==> src/rtl/axi_sram_slave_pkg.sv <==
// Shared AXI constants, FSM encoding and address helpers for the SRAM responder.
// Latency: n/a (types and pure functions only).
// Backpressure: n/a.
package axi_sram_slave_pkg;

    localparam logic [1:0] AXI_BURST_FIXED = 2'b00;
    localparam logic [1:0] AXI_BURST_INCR  = 2'b01;
    localparam logic [1:0] AXI_BURST_WRAP  = 2'b10;

    // Numeric order matches severity for the responses this block can produce
    // (DECERR > SLVERR > OKAY), so "worst" is a plain max.
    localparam logic [1:0] AXI_RESP_OKAY   = 2'b00;
    localparam logic [1:0] AXI_RESP_EXOKAY = 2'b01;
    localparam logic [1:0] AXI_RESP_SLVERR = 2'b10;
    localparam logic [1:0] AXI_RESP_DECERR = 2'b11;

    typedef enum logic [5:0] {
        ST_IDLE    = 6'b000001,
        ST_RD_REQ  = 6'b000010,
        ST_RD_WAIT = 6'b000100,
        ST_RD_DATA = 6'b001000,
        ST_WR_DATA = 6'b010000,
        ST_WR_RESP = 6'b100000
    } state_e;

    typedef enum logic {
        GRANT_READ  = 1'b0,
        GRANT_WRITE = 1'b1
    } grant_e;

    // WRAP is served as INCR (flagged SLVERR elsewhere); address wraps at 32 bits.
    function automatic logic [31:0] next_addr(input logic [31:0] addr,
                                              input logic [2:0]  size,
                                              input logic [1:0]  burst);
        if (burst == AXI_BURST_FIXED) return addr;
        return addr + (32'd1 << size);
    endfunction

    function automatic logic [1:0] worst_resp(input logic [1:0] a, input logic [1:0] b);
        return (a > b) ? a : b;
    endfunction

endpackage

==> src/rtl/axi_sram_slave_if.sv <==
// AXI3 channel bundle (AR/R/AW/W/B) between the CPU bridge and the SRAM responder.
// Latency: n/a (wires only).
// Backpressure: standard AXI valid/ready on every channel.
// Ports: ar*/aw*/w* driven by master, r*/b* and the readys driven by slave.
interface axi_sram_slave_if #(
    parameter int ID_WIDTH = 4
);
    logic [ID_WIDTH-1:0] arid;
    logic [31:0]         araddr;
    logic [7:0]          arlen;
    logic [2:0]          arsize;
    logic [1:0]          arburst;
    logic [1:0]          arlock;
    logic [3:0]          arcache;
    logic [2:0]          arprot;
    logic                arvalid;
    logic                arready;

    logic [ID_WIDTH-1:0] rid;
    logic [31:0]         rdata;
    logic [1:0]          rresp;
    logic                rlast;
    logic                rvalid;
    logic                rready;

    logic [ID_WIDTH-1:0] awid;
    logic [31:0]         awaddr;
    logic [7:0]          awlen;
    logic [2:0]          awsize;
    logic [1:0]          awburst;
    logic [1:0]          awlock;
    logic [3:0]          awcache;
    logic [2:0]          awprot;
    logic                awvalid;
    logic                awready;

    logic [ID_WIDTH-1:0] wid;
    logic [31:0]         wdata;
    logic [3:0]          wstrb;
    logic                wlast;
    logic                wvalid;
    logic                wready;

    logic [ID_WIDTH-1:0] bid;
    logic [1:0]          bresp;
    logic                bvalid;
    logic                bready;

    modport master (
        output arid, araddr, arlen, arsize, arburst, arlock, arcache, arprot, arvalid,
        input  arready,
        input  rid, rdata, rresp, rlast, rvalid,
        output rready,
        output awid, awaddr, awlen, awsize, awburst, awlock, awcache, awprot, awvalid,
        input  awready,
        output wid, wdata, wstrb, wlast, wvalid,
        input  wready,
        input  bid, bresp, bvalid,
        output bready
    );

    modport slave (
        input  arid, araddr, arlen, arsize, arburst, arlock, arcache, arprot, arvalid,
        output arready,
        output rid, rdata, rresp, rlast, rvalid,
        input  rready,
        input  awid, awaddr, awlen, awsize, awburst, awlock, awcache, awprot, awvalid,
        output awready,
        input  wid, wdata, wstrb, wlast, wvalid,
        output wready,
        output bid, bresp, bvalid,
        input  bready
    );

endinterface

==> src/rtl/axi_burst_addr_gen.sv <==
// Burst address tracker: holds addr/len/size/burst and the beat count of the active burst.
// Latency: outputs reflect the current beat; load/advance take effect next cycle.
// Backpressure: none; caller pulses advance_i once per accepted beat.
// Ports: load_i + *_i latch a new burst; word_addr_o/last_o/range_err_o/burst_err_o describe the current beat.
module axi_burst_addr_gen
    import axi_sram_slave_pkg::*;
#(
    parameter int ADDR_WIDTH = 16
) (
    input  logic                  aclk,
    input  logic                  aresetn,
    input  logic                  load_i,
    input  logic [31:0]           addr_i,
    input  logic [7:0]            len_i,
    input  logic [2:0]            size_i,
    input  logic [1:0]            burst_i,
    input  logic                  advance_i,
    output logic [ADDR_WIDTH-1:0] word_addr_o,
    output logic                  last_o,
    output logic                  range_err_o,
    output logic                  burst_err_o
);
    logic [31:0] addr_q,  addr_d;
    logic [7:0]  len_q,   len_d;
    logic [7:0]  beat_q,  beat_d;
    logic [2:0]  size_q,  size_d;
    logic [1:0]  burst_q, burst_d;

    always_comb begin
        addr_d  = addr_q;
        len_d   = len_q;
        beat_d  = beat_q;
        size_d  = size_q;
        burst_d = burst_q;
        if (load_i) begin
            addr_d  = addr_i;
            len_d   = len_i;
            beat_d  = 8'd0;
            size_d  = size_i;
            burst_d = burst_i;
        end else if (advance_i) begin
            addr_d  = next_addr(addr_q, size_q, burst_q);
            beat_d  = beat_q + 8'd1;
        end
    end

    always_ff @(posedge aclk) begin
        if (!aresetn) begin
            addr_q  <= '0;
            len_q   <= '0;
            beat_q  <= '0;
            size_q  <= '0;
            burst_q <= '0;
        end else begin
            addr_q  <= addr_d;
            len_q   <= len_d;
            beat_q  <= beat_d;
            size_q  <= size_d;
            burst_q <= burst_d;
        end
    end

    assign word_addr_o = addr_q[ADDR_WIDTH+1:2];
    assign last_o      = (beat_q == len_q);
    // Anything above the RAM's byte space decodes to nothing.
    assign range_err_o = (addr_q >> (ADDR_WIDTH + 2)) != 32'd0;
    assign burst_err_o = (burst_q == AXI_BURST_WRAP) || (size_q > 3'd2);

endmodule

==> src/rtl/axi_sram_slave.sv <==
// AXI3 slave serving one transaction at a time from a single-port 1-cycle-latency SRAM.
// Latency: AR accept to first rvalid 3 cycles, 1 read beat per 3 cycles; writes 1 beat/cycle.
// Backpressure: R/B payload held until rready/bready; wready only while a write burst is open.
// Ports: aclk/aresetn (sync, active-low), axi (slave modport), ram_*_o to the SRAM, ram_rdata_i from it.
module axi_sram_slave
    import axi_sram_slave_pkg::*;
#(
    parameter int ADDR_WIDTH = 16,
    parameter int ID_WIDTH   = 4
) (
    input  logic                  aclk,
    input  logic                  aresetn,
    axi_sram_slave_if.slave       axi,
    output logic                  ram_en_o,
    output logic [3:0]            ram_we_o,
    output logic [ADDR_WIDTH-1:0] ram_addr_o,
    output logic [31:0]           ram_wdata_o,
    input  logic [31:0]           ram_rdata_i
);
    state_e              state_q;
    grant_e              last_grant_q;
    logic [ID_WIDTH-1:0] id_q;
    logic [31:0]         rdata_q;
    logic [1:0]          rresp_q;
    logic [1:0]          bresp_q;

    logic ar_hs, aw_hs, r_hs, w_hs, b_hs;
    logic ag_last, ag_range_err, ag_burst_err;
    logic [ADDR_WIDTH-1:0] ag_word_addr;
    logic [1:0] beat_resp, w_resp;

    // Round-robin on simultaneous AR/AW: the read wins only if the last grant was a write.
    assign axi.arready = aresetn && (state_q == ST_IDLE) && axi.arvalid &&
                         (!axi.awvalid || (last_grant_q == GRANT_WRITE));
    assign axi.awready = aresetn && (state_q == ST_IDLE) && axi.awvalid && !axi.arready;

    assign ar_hs = axi.arvalid && axi.arready;
    assign aw_hs = axi.awvalid && axi.awready;
    assign r_hs  = axi.rvalid  && axi.rready;
    assign w_hs  = axi.wvalid  && axi.wready;
    assign b_hs  = axi.bvalid  && axi.bready;

    axi_burst_addr_gen #(.ADDR_WIDTH(ADDR_WIDTH)) u_addr_gen (
        .aclk        (aclk),
        .aresetn     (aresetn),
        .load_i      (ar_hs || aw_hs),
        .addr_i      (ar_hs ? axi.araddr  : axi.awaddr),
        .len_i       (ar_hs ? axi.arlen   : axi.awlen),
        .size_i      (ar_hs ? axi.arsize  : axi.awsize),
        .burst_i     (ar_hs ? axi.arburst : axi.awburst),
        .advance_i   ((r_hs || w_hs) && !ag_last),
        .word_addr_o (ag_word_addr),
        .last_o      (ag_last),
        .range_err_o (ag_range_err),
        .burst_err_o (ag_burst_err)
    );

    assign beat_resp = ag_range_err ? AXI_RESP_DECERR :
                       ag_burst_err ? AXI_RESP_SLVERR : AXI_RESP_OKAY;
    // Burst length comes from awlen; a misplaced wlast only taints the response.
    assign w_resp = worst_resp(beat_resp,
                               (axi.wlast != ag_last) ? AXI_RESP_SLVERR : AXI_RESP_OKAY);

    assign axi.rvalid = (state_q == ST_RD_DATA);
    assign axi.rid    = axi.rvalid ? id_q : '0;
    assign axi.rdata  = rdata_q;
    assign axi.rresp  = rresp_q;
    assign axi.rlast  = axi.rvalid && ag_last;
    assign axi.wready = (state_q == ST_WR_DATA);
    assign axi.bvalid = (state_q == ST_WR_RESP);
    assign axi.bid    = axi.bvalid ? id_q : '0;
    assign axi.bresp  = bresp_q;

    // Write beats hit the RAM in the same cycle as the W handshake.
    always_comb begin
        ram_en_o    = 1'b0;
        ram_we_o    = 4'b0;
        ram_wdata_o = 32'd0;
        ram_addr_o  = ag_word_addr;
        if (state_q == ST_RD_REQ) begin
            ram_en_o = !ag_range_err;
        end else if ((state_q == ST_WR_DATA) && axi.wvalid && !ag_range_err) begin
            ram_en_o    = 1'b1;
            ram_we_o    = axi.wstrb;
            ram_wdata_o = axi.wdata;
        end
    end

    always_ff @(posedge aclk) begin
        if (!aresetn) begin
            state_q      <= ST_IDLE;
            last_grant_q <= GRANT_WRITE;
            id_q         <= '0;
            rdata_q      <= '0;
            rresp_q      <= AXI_RESP_OKAY;
            bresp_q      <= AXI_RESP_OKAY;
        end else begin
            case (state_q)
                ST_IDLE: begin
                    if (ar_hs) begin
                        id_q         <= axi.arid;
                        last_grant_q <= GRANT_READ;
                        state_q      <= ST_RD_REQ;
                    end else if (aw_hs) begin
                        id_q         <= axi.awid;
                        last_grant_q <= GRANT_WRITE;
                        bresp_q      <= AXI_RESP_OKAY;
                        state_q      <= ST_WR_DATA;
                    end
                end
                ST_RD_REQ: begin
                    rresp_q <= beat_resp;
                    state_q <= ST_RD_WAIT;
                end
                ST_RD_WAIT: begin
                    rdata_q <= ag_range_err ? 32'd0 : ram_rdata_i;
                    state_q <= ST_RD_DATA;
                end
                ST_RD_DATA: begin
                    if (r_hs) state_q <= ag_last ? ST_IDLE : ST_RD_REQ;
                end
                ST_WR_DATA: begin
                    if (w_hs) begin
                        bresp_q <= worst_resp(bresp_q, w_resp);
                        if (ag_last) state_q <= ST_WR_RESP;
                    end
                end
                ST_WR_RESP: begin
                    if (b_hs) state_q <= ST_IDLE;
                end
                default: state_q <= ST_IDLE;
            endcase
        end
    end

    logic unused_sigs;
    assign unused_sigs = ^{axi.arlock, axi.arcache, axi.arprot,
                           axi.awlock, axi.awcache, axi.awprot, axi.wid};

endmodule

==> src/flat_wrapper.sv <==
// flat-port wrapper written by rule: the top's interface ports become plain ports
module axi_sram_slave_flat import axi_sram_slave_pkg::*;
#(
    parameter int ADDR_WIDTH = 16,
    parameter int ID_WIDTH   = 4
)
  (aclk, aresetn, ram_en_o, ram_we_o, ram_addr_o, ram_wdata_o, ram_rdata_i, axi_arid, axi_araddr, axi_arlen, axi_arsize, axi_arburst, axi_arlock, axi_arcache, axi_arprot, axi_arvalid, axi_arready, axi_rid, axi_rdata, axi_rresp, axi_rlast, axi_rvalid, axi_rready, axi_awid, axi_awaddr, axi_awlen, axi_awsize, axi_awburst, axi_awlock, axi_awcache, axi_awprot, axi_awvalid, axi_awready, axi_wid, axi_wdata, axi_wstrb, axi_wlast, axi_wvalid, axi_wready, axi_bid, axi_bresp, axi_bvalid, axi_bready);
  axi_sram_slave_if #(.ID_WIDTH(ID_WIDTH)) axi_i ();
  input  logic aclk;
  input  logic aresetn;
  output logic ram_en_o;
  output logic [3:0] ram_we_o;
  output logic [ADDR_WIDTH-1:0] ram_addr_o;
  output logic [31:0] ram_wdata_o;
  input  logic [31:0] ram_rdata_i;
  input wire logic [$bits(axi_i.arid)-1:0] axi_arid;
  input wire logic [$bits(axi_i.araddr)-1:0] axi_araddr;
  input wire logic [$bits(axi_i.arlen)-1:0] axi_arlen;
  input wire logic [$bits(axi_i.arsize)-1:0] axi_arsize;
  input wire logic [$bits(axi_i.arburst)-1:0] axi_arburst;
  input wire logic [$bits(axi_i.arlock)-1:0] axi_arlock;
  input wire logic [$bits(axi_i.arcache)-1:0] axi_arcache;
  input wire logic [$bits(axi_i.arprot)-1:0] axi_arprot;
  input wire logic [$bits(axi_i.arvalid)-1:0] axi_arvalid;
  output wire logic [$bits(axi_i.arready)-1:0] axi_arready;
  output wire logic [$bits(axi_i.rid)-1:0] axi_rid;
  output wire logic [$bits(axi_i.rdata)-1:0] axi_rdata;
  output wire logic [$bits(axi_i.rresp)-1:0] axi_rresp;
  output wire logic [$bits(axi_i.rlast)-1:0] axi_rlast;
  output wire logic [$bits(axi_i.rvalid)-1:0] axi_rvalid;
  input wire logic [$bits(axi_i.rready)-1:0] axi_rready;
  input wire logic [$bits(axi_i.awid)-1:0] axi_awid;
  input wire logic [$bits(axi_i.awaddr)-1:0] axi_awaddr;
  input wire logic [$bits(axi_i.awlen)-1:0] axi_awlen;
  input wire logic [$bits(axi_i.awsize)-1:0] axi_awsize;
  input wire logic [$bits(axi_i.awburst)-1:0] axi_awburst;
  input wire logic [$bits(axi_i.awlock)-1:0] axi_awlock;
  input wire logic [$bits(axi_i.awcache)-1:0] axi_awcache;
  input wire logic [$bits(axi_i.awprot)-1:0] axi_awprot;
  input wire logic [$bits(axi_i.awvalid)-1:0] axi_awvalid;
  output wire logic [$bits(axi_i.awready)-1:0] axi_awready;
  input wire logic [$bits(axi_i.wid)-1:0] axi_wid;
  input wire logic [$bits(axi_i.wdata)-1:0] axi_wdata;
  input wire logic [$bits(axi_i.wstrb)-1:0] axi_wstrb;
  input wire logic [$bits(axi_i.wlast)-1:0] axi_wlast;
  input wire logic [$bits(axi_i.wvalid)-1:0] axi_wvalid;
  output wire logic [$bits(axi_i.wready)-1:0] axi_wready;
  output wire logic [$bits(axi_i.bid)-1:0] axi_bid;
  output wire logic [$bits(axi_i.bresp)-1:0] axi_bresp;
  output wire logic [$bits(axi_i.bvalid)-1:0] axi_bvalid;
  input wire logic [$bits(axi_i.bready)-1:0] axi_bready;
  assign axi_i.arid = axi_arid;
  assign axi_i.araddr = axi_araddr;
  assign axi_i.arlen = axi_arlen;
  assign axi_i.arsize = axi_arsize;
  assign axi_i.arburst = axi_arburst;
  assign axi_i.arlock = axi_arlock;
  assign axi_i.arcache = axi_arcache;
  assign axi_i.arprot = axi_arprot;
  assign axi_i.arvalid = axi_arvalid;
  assign axi_arready = axi_i.arready;
  assign axi_rid = axi_i.rid;
  assign axi_rdata = axi_i.rdata;
  assign axi_rresp = axi_i.rresp;
  assign axi_rlast = axi_i.rlast;
  assign axi_rvalid = axi_i.rvalid;
  assign axi_i.rready = axi_rready;
  assign axi_i.awid = axi_awid;
  assign axi_i.awaddr = axi_awaddr;
  assign axi_i.awlen = axi_awlen;
  assign axi_i.awsize = axi_awsize;
  assign axi_i.awburst = axi_awburst;
  assign axi_i.awlock = axi_awlock;
  assign axi_i.awcache = axi_awcache;
  assign axi_i.awprot = axi_awprot;
  assign axi_i.awvalid = axi_awvalid;
  assign axi_awready = axi_i.awready;
  assign axi_i.wid = axi_wid;
  assign axi_i.wdata = axi_wdata;
  assign axi_i.wstrb = axi_wstrb;
  assign axi_i.wlast = axi_wlast;
  assign axi_i.wvalid = axi_wvalid;
  assign axi_wready = axi_i.wready;
  assign axi_bid = axi_i.bid;
  assign axi_bresp = axi_i.bresp;
  assign axi_bvalid = axi_i.bvalid;
  assign axi_i.bready = axi_bready;
  axi_sram_slave #(.ADDR_WIDTH(ADDR_WIDTH), .ID_WIDTH(ID_WIDTH)) u_core (.aclk(aclk), .aresetn(aresetn), .axi(axi_i), .ram_en_o(ram_en_o), .ram_we_o(ram_we_o), .ram_addr_o(ram_addr_o), .ram_wdata_o(ram_wdata_o), .ram_rdata_i(ram_rdata_i));
endmodule
==> config.mk <==
export PLATFORM = sky130hd
export DESIGN_NAME = axi_sram_slave_flat
export DESIGN_NICKNAME = d
export VERILOG_FILES = /design/src/rtl/axi_sram_slave_pkg.sv /design/src/rtl/axi_sram_slave_if.sv /design/src/rtl/axi_burst_addr_gen.sv /design/src/rtl/axi_sram_slave.sv /design/src/flat_wrapper.sv
export SDC_FILE = /design/constraint.sdc
export NUM_CORES = 1
export LEC_CHECK = 0
export BUFFER_PORTS_ARGS = -buffer_cell sky130_fd_sc_hd__buf_4
export CAP_MARGIN = 20
export CORE_UTILIZATION = 47
export DETAILED_ROUTE_END_ITERATION = 8
export PLACE_DENSITY = 0.81
export SLEW_MARGIN = 40
export SYNTH_ARGS = -nofsm -noshare
export SYNTH_HDL_FRONTEND = slang
export SYNTH_SLANG_ARGS = --single-unit
==> constraint.sdc <==
create_clock -name aclk -period 4 [get_ports aclk]
set_input_delay 0.8 -clock aclk [delete_from_list [all_inputs] [get_ports aclk]]
set_output_delay 0.8 -clock aclk [all_outputs]
set_load 0.03 [all_outputs]
==> results of run 1 <==
-- path summary, 6_finish.rpt --
| check | from | endpoint |
|---|---|---|
| worst min-delay path | u_core.axi.rdata[7]$_SDFFE_PN0P_ | u_core.axi.rdata[7]$_SDFFE_PN0P_ |
| worst max-delay path | u_core.u_addr_gen.addr_q[18]$_SDFFE_PN0P_ | u_core.axi.bresp[1]$_SDFFE_PN0P_ |
| worst max register to register | u_core.u_addr_gen.addr_q[18]$_SDFFE_PN0P_ | u_core.axi.bresp[1]$_SDFFE_PN0P_ |
| worst min register to register | u_core.axi.rdata[7]$_SDFFE_PN0P_ | u_core.axi.rdata[7]$_SDFFE_PN0P_ |
-- per-stage QoR --
step	cell area (um2)	hold slack, ns	util [%]	total power [mW]	instances
2_1_floorplan	6260	0.450	-	1.63	812
3_3_place_gp	8290	0.439	64.6	1.90	1201
3_5_place_dp	8290	0.444	64.6	1.91	1201
4_1_cts	8600	0.455	67.0	2.82	1217
5_1_grt	8620	0.467	67.2	2.96	1217
6_report	8620	0.452	67.2	2.82	1217
-- sequential cells by signal, summed over array words and instances, names as in the netlist --
name	flops
u_core.u_addr_gen.size_q	3
u_core.last_grant_q	1
u_core.u_addr_gen.len_q	8
u_core.u_addr_gen.burst_q	2
u_core.axi.bresp	2
u_core.axi.rdata	32
u_core.u_addr_gen.beat_q	8
u_core.id_q	4
u_core.axi.rresp	2
u_core.u_addr_gen.addr_q	32
u_core.state_q	6
-- placed cells by master, fill, tap and decap left out, types with 15 or more instances in the layout --
| cell type | instances |
|---|---|
| o21ai_0 | 41 |
| a21oi_1 | 82 |
| nand3_1 | 57 |
| nand2_1 | 90 |
| inv_1 | 18 |
| and3_1 | 54 |
| xnor2_1 | 15 |
| nor2_1 | 46 |
| dfxtp_1 | 100 |
| buf_4 | 292 |
-- worst max-delay path, cell delays in order, from the launching register on --
cell and delay [ns]:
dfxtp_1 0.36, nor4_1 0.38, and4_2 0.31, inv_1 0.09, nor3_1 0.36, inv_1 0.08
ha_1 0.22, mux2i_1 0.13, o21ai_0 0.23, ha_1 0.28, nor2b_1 0.13, o21ai_0 0.17
and2_1 0.19, a21oi_1 0.05, a41oi_1 0.17, o311a_1 0.18
-- layout make-up --
type                       instances  area [um2]  share of cell area (%)
multi-input combinational        616        3820                    44.4
timing repair buffer             292        2190                    25.4
sequential                       100        2000                    23.2
clock buffer                       9         225                    2.61
tap                              172         215                    2.50
clock inverter                     7        81.3                   0.944
inverter                          21        78.8                   0.915
-- metal layers --
layer / track usage (%) / wire [um] / vias to the layer above
li1: - / - / 3418
met1: 38.4 / 8940 / 3258
met2: 51.5 / 10300 / 344
met3: 5.43 / 1590 / 62
met4: 19.3 / 1240 / 0
met5: 0 / 0 / -
-- power breakdown --
group	switching [mW]	internal [mW]
clock	0.421	0.494
sequential	0.0761	1.06
combinational	0.436	0.334
total	0.934	1.89
-- kinds of logic after synthesis --
logic type	Yosys count	synth area share, %
DFF	100	32.0
adders and majority gates	13	2.72
buffers and inverters	96	7.37
and+or+nand+nor	334	28.1
xor gates and xnor gates	26	3.63
AOI/OAI and AO/OA	231	24.3
muxes	12	1.94
==> qor.yml, run 1 <==
status: "finished, final reports clean"
numCtsBuffers: 9
critPathLaunchType: "flop"
layout_setup_ws_ns: 0.589
root_buffer: "clkbuf_16"
antenna_cells: 0
firstDrtPassIters: 5
seq_area_frac_synth_pct: 32.0
wl_per_cell_um: 18.1
vdd_drop_max_uv: 215
post_cts_buffers: 0
finalSetupViolations: 0
start_util_pct: 48.8
gp_congestion: 0.907
period_needed_ns: 3.41
grt_pass1_wl_um: 34400
path_class: "reg2reg"
ant_nets: 0
relSlewSlack_pct: 48.9
maxCapViolCount: 0
worst_pin_slew_ns: 0.758
worst_setup_path_end_kind: "flop"
drt_iter0_drc: 527
cts_tree: "done"
n_fill_cell: 1167
synth_area_um2: 6260
ys_top_cells_by_count: "100 x dfxtp_1, 90 x nand2_1, 82 x a21oi_1, 57 x nand3_1, 54 x and3_1"
hold_depth: 2
syn_nets: 1021
drive_gt1_share_pct: 32.0
hold_buffers: 0
synth_edf_count: 0
grt-ovfl-total: 0
wirelength_um: 22000
insertion_delay_ns: 0.36
vias_per_cell: 5.82
dpl.hpwl_um: 16300
dpl_worst_slack_ns: 0.657
ys_ff_latch: 100
nNetsFinal: 1249
p_leak_nw: 3.92
hold_class: "reg2reg"
die_y_um: 117
clockBufferDepth: 2
vias: 7082
crit_path_max_fanout: 7
synth_area_leader_cell: "dfxtp_1"
io_pins: 299
synthFlopType: "dfxtp_1"
port_buffers: 276
rows: 41
ys_async_sr_fraction_pct: 0
dieArea_um2: 13800
ys.warnings.count: 0
hold_viol_final: 0
fmax_mhz: 293
die_x_um: 117
htree_levels: 3
fin_skew_ns: 0.0131
grt_max_degree: 72
finalMaxSlewViolations: 0
synth.most_common_cell: "dfxtp_1"
syn_inst: 812
area_growth_pct: 37.5
arrival_ns: 3.71
clkTransAtPathRegs_ns: 0.08
synth_top_area_share_pct: 32.0
power_density_nw_per_um2: 327
cts.sinks: 100
rrSetupSlack_ns: 0.59
avgSynthCellArea_um2: 7.72
rsz0062_at_grt: "false"
reg2reg_depth: 15
cts_resized: 0
tns_ns: 0
netlist_top_cells_area: "dfxtp_1 32%, a21oi_1 6.6%, and3_1 5.4%, nand2_1 5.4%, nand3_1 4.6%"
required_ns: 4.30
synth_cell_types: 79
design.core.area_um2: 12800
antenna_found_initial: 0
grt_usage_pct: 31.4
grt_pass1_vias: 6533
period_share_pct: 85.3
drc_errors: 0
Power figures use the tool's default switching activity.
==> run 2: changes to the inputs <==
--- a/config.mk
+++ b/config.mk
@@ -5,9 +5,10 @@
 export SDC_FILE = /design/constraint.sdc
 export NUM_CORES = 1
 export LEC_CHECK = 0
+export ABC_AREA = 1
 export BUFFER_PORTS_ARGS = -buffer_cell sky130_fd_sc_hd__buf_4
 export CAP_MARGIN = 20
-export CORE_UTILIZATION = 47
+export CORE_UTILIZATION = 48
 export DETAILED_ROUTE_END_ITERATION = 8
 export PLACE_DENSITY = 0.81
 export SLEW_MARGIN = 40
==> run 2 against run 1 <==
  * First-iteration DRC count down 10%
  * Design area up 4.0%
  * Sequential share of layout area fell by 0.89 points
  * Largest cell class unchanged
  * Largest power group is now combinational cells
==> qor.yml, run 2 <==
status: "finished, final reports clean"
fin_skew_ns: 0.0137
synth_area_leader_cell: "dfxtp_1"
grt_pass1_wl_um: 34300
port_buffers: 276
die_x_um: 120
worst_setup_path_end_kind: "flop"
hold_buffers: 0
cts_tree: "done"
tns_ns: 0
grt_usage_pct: 29.7
required_ns: 4.24
insertion_delay_ns: 0.36
synth_area_um2: 6660
synth.most_common_cell: "nand2_1"
clkTransAtPathRegs_ns: 0.08
drc_errors: 0
seq_area_frac_synth_pct: 30.1
dieArea_um2: 14300
syn_nets: 1281
utilization_pct: 66.9
avgSynthCellArea_um2: 6.21
gp_congestion: 0.936
dpl_worst_slack_ns: 0.903
io_pins: 299
ys_async_sr_fraction_pct: 0
ys_ff_latch: 100
numCtsBuffers: 9
vdd_drop_max_uv: 381
synthFlopType: "dfxtp_1"
critPathLaunchType: "flop"
maxCapViolCount: 0
grt-ovfl-total: 0
cts_resized: 0
n_fill_cell: 1207
htree_levels: 3
worst_pin_slew_ns: 0.788
hold_class: "reg2reg"
path_class: "reg2reg"
place_area_um2: 8670
root_buffer: "clkbuf_16"
total_power_mw: 4.29
cts.sinks: 100
synth_top_area_share_pct: 30.1
antenna_cells: 0
hold_viol_final: 0
design_area_um2: 8960
vias: 7607
grt_pass1_vias: 7194
area_growth_pct: 34.6
p_leak_nw: 4.47
finalMaxSlewViolations: 0
layout_common_cells: "287 x buf_4, 235 x nand2_1, 178 x nor2_1, 121 x inv_1, 100 x dfxtp_1"
clockBufferDepth: 2
drive_gt1_share_pct: 25.3
rows: 42
dp.cells: 1473
arrival_ns: 3.34
routedLengthMet1_um: 8900
finalSetupViolations: 0
final_common_cell: "buf_4"
nNetsFinal: 1517
fin_cells: 1489
ys_top_cells_by_count: "235 x nand2_1, 178 x nor2_1, 121 x inv_1, 100 x dfxtp_1, 78 x o21ai_0"
wl_met2_um: 10100
wirelength_um: 20900
routed.top_layer: "met4"
antenna_found_initial: 0
fmax_mhz: 322
dpl.hpwl_um: 15800
post_cts_buffers: 0
die_y_um: 120
syn_inst: 1072
ant_nets: 0
netlist_top_cells_area: "dfxtp_1 30%, nand2_1 13%, nor2_1 10%, inv_1 6.8%, o21ai_0 5.9%"
hold_ws_ns: 0.480
period_needed_ns: 3.10
crit_path_max_fanout: 6
start_util_pct: 49.7
synth_edf_count: 0
ys.warnings.count: 0
period_share_pct: 77.5
power_density_nw_per_um2: 478
wl_met3_um: 1570
layout_setup_ws_ns: 0.899
vias_per_cell: 5.11
firstDrtPassIters: 5
grt_max_degree: 65
rsz0062_at_grt: "false"
relSlewSlack_pct: 47.4
design.core.area_um2: 13400
drt_iter0_drc: 474
wl_per_cell_um: 14.0
synth_cell_types: 44
-- run 2: cell count changes after synthesis, sizes merged, moves of 8 or more --
cell / before / now
nand2: 91 / 242
nor2: 47 / 184
inv: 20 / 126
o21ai: 43 / 106
and3: 54 / 1
clkbuf: 41 / 18
nand3: 57 / 71
and2: 12 / 0
mux2i: 11 / 0
buf: 34 / 44
nor4: 9 / 0
a211oi: 8 / 0
a21oi: 82 / 74
-- run 2: worst paths after layout --
path,startpoint,to,slack [ns],depth (start not counted)
worst min register to register,u_core.u_addr_gen.len_q[4]$_SDFFE_PN0N_,u_core.u_addr_gen.len_q[4]$_SDFFE_PN0N_,0.48,2
worst max register to register,u_core.u_addr_gen.addr_q[21]$_SDFFE_PN0P_,u_core.axi.bresp[1]$_SDFFE_PN0P_,0.90,20
worst min-delay path,u_core.u_addr_gen.len_q[4]$_SDFFE_PN0N_,u_core.u_addr_gen.len_q[4]$_SDFFE_PN0N_,0.48,2
worst max-delay path,u_core.u_addr_gen.addr_q[21]$_SDFFE_PN0P_,u_core.axi.bresp[1]$_SDFFE_PN0P_,0.90,20
-- run 2: final cells by class --
cell class	instances	area, um2	area share [%]
clock buffers	9	225	2.51
clock inverters	7	67.6	0.754
inverters	129	484	5.41
multi-input cells	781	3800	42.5
flip-flops and latches	100	2000	22.3
well taps	176	220	2.46
repair buffers	287	2150	24.1
-- run 2: kinds of logic after synthesis --
logic type / after synthesis / synth area share, %
AND/OR/NAND/NOR: 543 / 35.0
AO/OA/AOI/OAI: 208 / 17.2
buffers and inverters: 191 / 12.9
flip-flops: 100 / 30.1
XOR/XNOR: 17 / 2.24
adder cells (fa/ha/maj): 13 / 2.56
-- run 2: metal layers --
metal / up-vias / track usage, %
li1: 3908 / -
met1: 3416 / 37.6
met2: 259 / 50.2
met3: 24 / 6.94
met4: 0 / 8.13
met5: - / 0
-- run 2: where the power goes --
| part | internal, mW | switching, mW |
|---|---|---|
| clock network | 0.438 | 0.431 |
| logic | 0.756 | 1.32 |
| registers | 1.16 | 0.181 |
| total | 2.35 | 1.93 |
-- run 2: worst max-delay path: stages, from the launching register on --
cell and delay (ns):
dfxtp_1 0.37, inv_1 0.10, nand4_1 0.08, nor3_1 0.28
nand2_1 0.19, nor2_1 0.22, inv_1 0.07, ha_1 0.32
or2_2 0.28, nand2_1 0.07, nand2_1 0.08, nand2_1 0.08
ha_1 0.23, inv_1 0.06, nor2_1 0.04, o211ai_1 0.15
nand3_1 0.08, inv_1 0.11, nor2_1 0.06, nand2_1 0.07
a21oi_1 0.06
==> run 3: changes to the inputs <==
--- a/config.mk
+++ b/config.mk
@@ -5,10 +5,10 @@
 export SDC_FILE = /design/constraint.sdc
 export NUM_CORES = 1
 export LEC_CHECK = 0
-export ABC_AREA = 1
+export ABC_AREA = 0
 export BUFFER_PORTS_ARGS = -buffer_cell sky130_fd_sc_hd__buf_4
 export CAP_MARGIN = 20
-export CORE_UTILIZATION = 48
+export CORE_UTILIZATION = 47
 export DETAILED_ROUTE_END_ITERATION = 8
 export PLACE_DENSITY = 0.81
 export SLEW_MARGIN = 40
==> constraint.sdc (replaced) <==
create_clock -name aclk -period 3 [get_ports aclk]
set_input_delay 0.6 -clock aclk [delete_from_list [all_inputs] [get_ports aclk]]
set_output_delay 0.6 -clock aclk [all_outputs]
set_load 0.03 [all_outputs]
==> run 3 against run 2 <==
  * Critical path type is now reg2out
  * Clock power is 43% higher
  * First-iteration DRC count is 20% higher
  * Via count is 3.8% lower
  * Critical path depth is 15 lower
  * Die area is 3.8% lower
  * Clock skew is 0.0015 ns lower
  * Highest routed layer unchanged
  * Sequential power is 13% higher
  * Register-to-register slack worse by 0.84 ns
  * Critical endpoint is now ram_wdata_o[3]
  * Setup slack worse by 0.85 ns
  * Clock-buffer cell count is 1 higher
  * Combinational power is 42% lower
  * Cell count is 16% lower
==> qor.yml, run 3 (synthesized netlist as in run 1, its figures left out) <==
status: "finished, final reports clean"
cp_num_buf_inv: 2
grt-ovfl-total: 0
nNetsFinal: 1283
grt_pass1_vias: 6718
rrSetupSlack_ns: 0.06
port_buffers: 276
reg2reg_depth: 15
dp.cells: 1232
fmax_mhz: 339
wl_per_cell_um: 18.9
r2r_end: "u_core.axi.bresp[1]$_SDFFE_PN0P_"
design_area_um2: 8970
hold_ws_ns: 0.428
design.core.area_um2: 12800
path_class: "reg2out"
arrival_ns: 2.35
place_area_um2: 8520
worst_pin_slew_ns: 0.926
drc_errors: 0
slowest_stage: "buf_4"
dpl.hpwl_um: 17100
antenna_found_initial: 0
firstDrtPassIters: 8
vias_per_cell: 5.85
area_growth_pct: 43.2
hold_class: "in2reg"
multiInputGateArea_um2: 3910
cts.sinks: 100
root_buffer: "clkbuf_16"
critPathLaunchType: "flop"
critPathTopFamily: "simple AND/OR/NAND/NOR gates"
tns_ns: 0
worst_setup_path_end_kind: "primary output"
start_util_pct: 48.8
final_common_cell: "buf_4"
fin_skew_ns: 0.0122
drt_iter0_drc: 569
min-delay-start: "axi_arlen[0]"
finalSetupViolations: 0
worst_hold_path.endpoint: "u_core.u_addr_gen.len_q[0]$_SDFFE_PN0N_"
fin_cells: 1251
relSlewSlack_pct: 37.6
rows: 41
grt_max_degree: 72
wirelength_um: 23700
n_fill_cell: 1094
ant_nets: 0
reg2reg_from: "u_core.u_addr_gen.addr_q[23]$_SDFFE_PN0P_"
crit_chain: "nor4_1 > and4_4 > buf_4 > and3_1 > buf_4"
antenna_cells: 0
clockBufferDepth: 2
io_pins: 299
vias: 7315
p_leak_nw: 4.11
crit_path_max_fanout: 71
numCtsBuffers: 9
vdd_drop_max_uv: 315
critPathMostFrequentCell: "buf_4"
rsz0062_at_grt: "true"
die_x_um: 117
layout_setup_ws_ns: 0.0518
gp_congestion: 0.956
slowest_delay_ns: 0.52
drive_gt1_share_pct: 36.1
dpl_worst_slack_ns: -0.258
period_needed_ns: 2.95
hold_viol_final: 0
grt_usage_pct: 33.1
clkTransAtPathRegs_ns: 0.07
power_density_nw_per_um2: 441
ff_latch_area_um2: 2010
required_ns: 2.40
hold_depth: 3
hold_buffers: 0
grt_pass1_wl_um: 36200
layout_common_cells: "326 x buf_4, 92 x dfxtp_1, 90 x nand2_1, 81 x a21oi_1, 57 x nand3_1"
cts_tree: "done"
die_y_um: 117
insertion_delay_ns: 0.37
finalMaxSlewViolations: 0
period_share_pct: 98.3
maxCapViolCount: 0
htree_levels: 3
dieArea_um2: 13800
run 3: worst reg2reg max path, delay by kind of cell (launching register included):
family                     cells  cell delay, ns
adders and majority gates      2            0.51
AOI/OAI and AO/OA              5            0.64
muxes                          1            0.20
DFF                            1            0.32
buffers and inverters          2            0.11
and+or+nand+nor                5            1.11
run 3: area by class of cell:
| class | count | share of cell area (%) |
|---|---|---|
| multi-input combinational | 616 | 43.5 |
| inverter | 21 | 0.948 |
| sequential | 100 | 22.5 |
| tap | 172 | 2.40 |
| clock buffer | 10 | 2.55 |
| timing repair buffer | 326 | 27.3 |
| clock inverter | 6 | 0.851 |
run 3: worst max path at each step:
stage	depth (start not counted)	start	slack, ns	to
floorplan	16	u_core.u_addr_gen.addr_q[27]$_SDFFE_PN0P_	0.02	u_core.axi.bresp[1]$_SDFFE_PN0P_
global placement	14	u_core.u_addr_gen.addr_q[18]$_SDFFE_PN0P_	-0.18	u_core.axi.bresp[1]$_SDFFE_PN0P_
finish	5	u_core.u_addr_gen.addr_q[23]$_SDFFE_PN0P_	0.05	ram_wdata_o[3]
detailed placement	15	u_core.u_addr_gen.addr_q[18]$_SDFFE_PN0P_	-0.26	u_core.axi.bresp[1]$_SDFFE_PN0P_
CTS	5	u_core.state_q[3]$_SDFFE_PN0P_	0.004	axi_rid[0]
global route	15	u_core.u_addr_gen.addr_q[23]$_SDFFE_PN0P_	-0.12	u_core.axi.bresp[1]$_SDFFE_PN0P_
run 3: repair_timing:
action,CTS,global route
gates resized for setup,3,29
pin swaps,3,9
setup buffers,0,3
setup endpoints to repair,10,44
run 3: per-layer routing:
metal | track usage, % | part of all wire [%] | vias to the layer above
met5 | 0 | 0 | -
met4 | 13.9 | 4.3 | 0
met3 | 8.19 | 8.2 | 67
met2 | 56.0 | 48 | 369
met1 | 39.9 | 39 | 3404
li1 | - | - | 3475
run 3: where the power goes:
part           total, mW  switching (mW)  internal [mW]
registers           1.51          0.0965           1.42
clock network       1.24           0.572          0.666
logic               1.21           0.647          0.562
run 3: per-stage QoR:
stage | total power, mW | utilization (%)
2_1_floorplan | 2.17 | -
3_3_place_gp | 2.62 | 66.5
3_5_place_dp | 2.63 | 66.5
4_1_cts | 3.86 | 68.9
5_1_grt | 4.14 | 70.0
6_report | 3.96 | 70.0
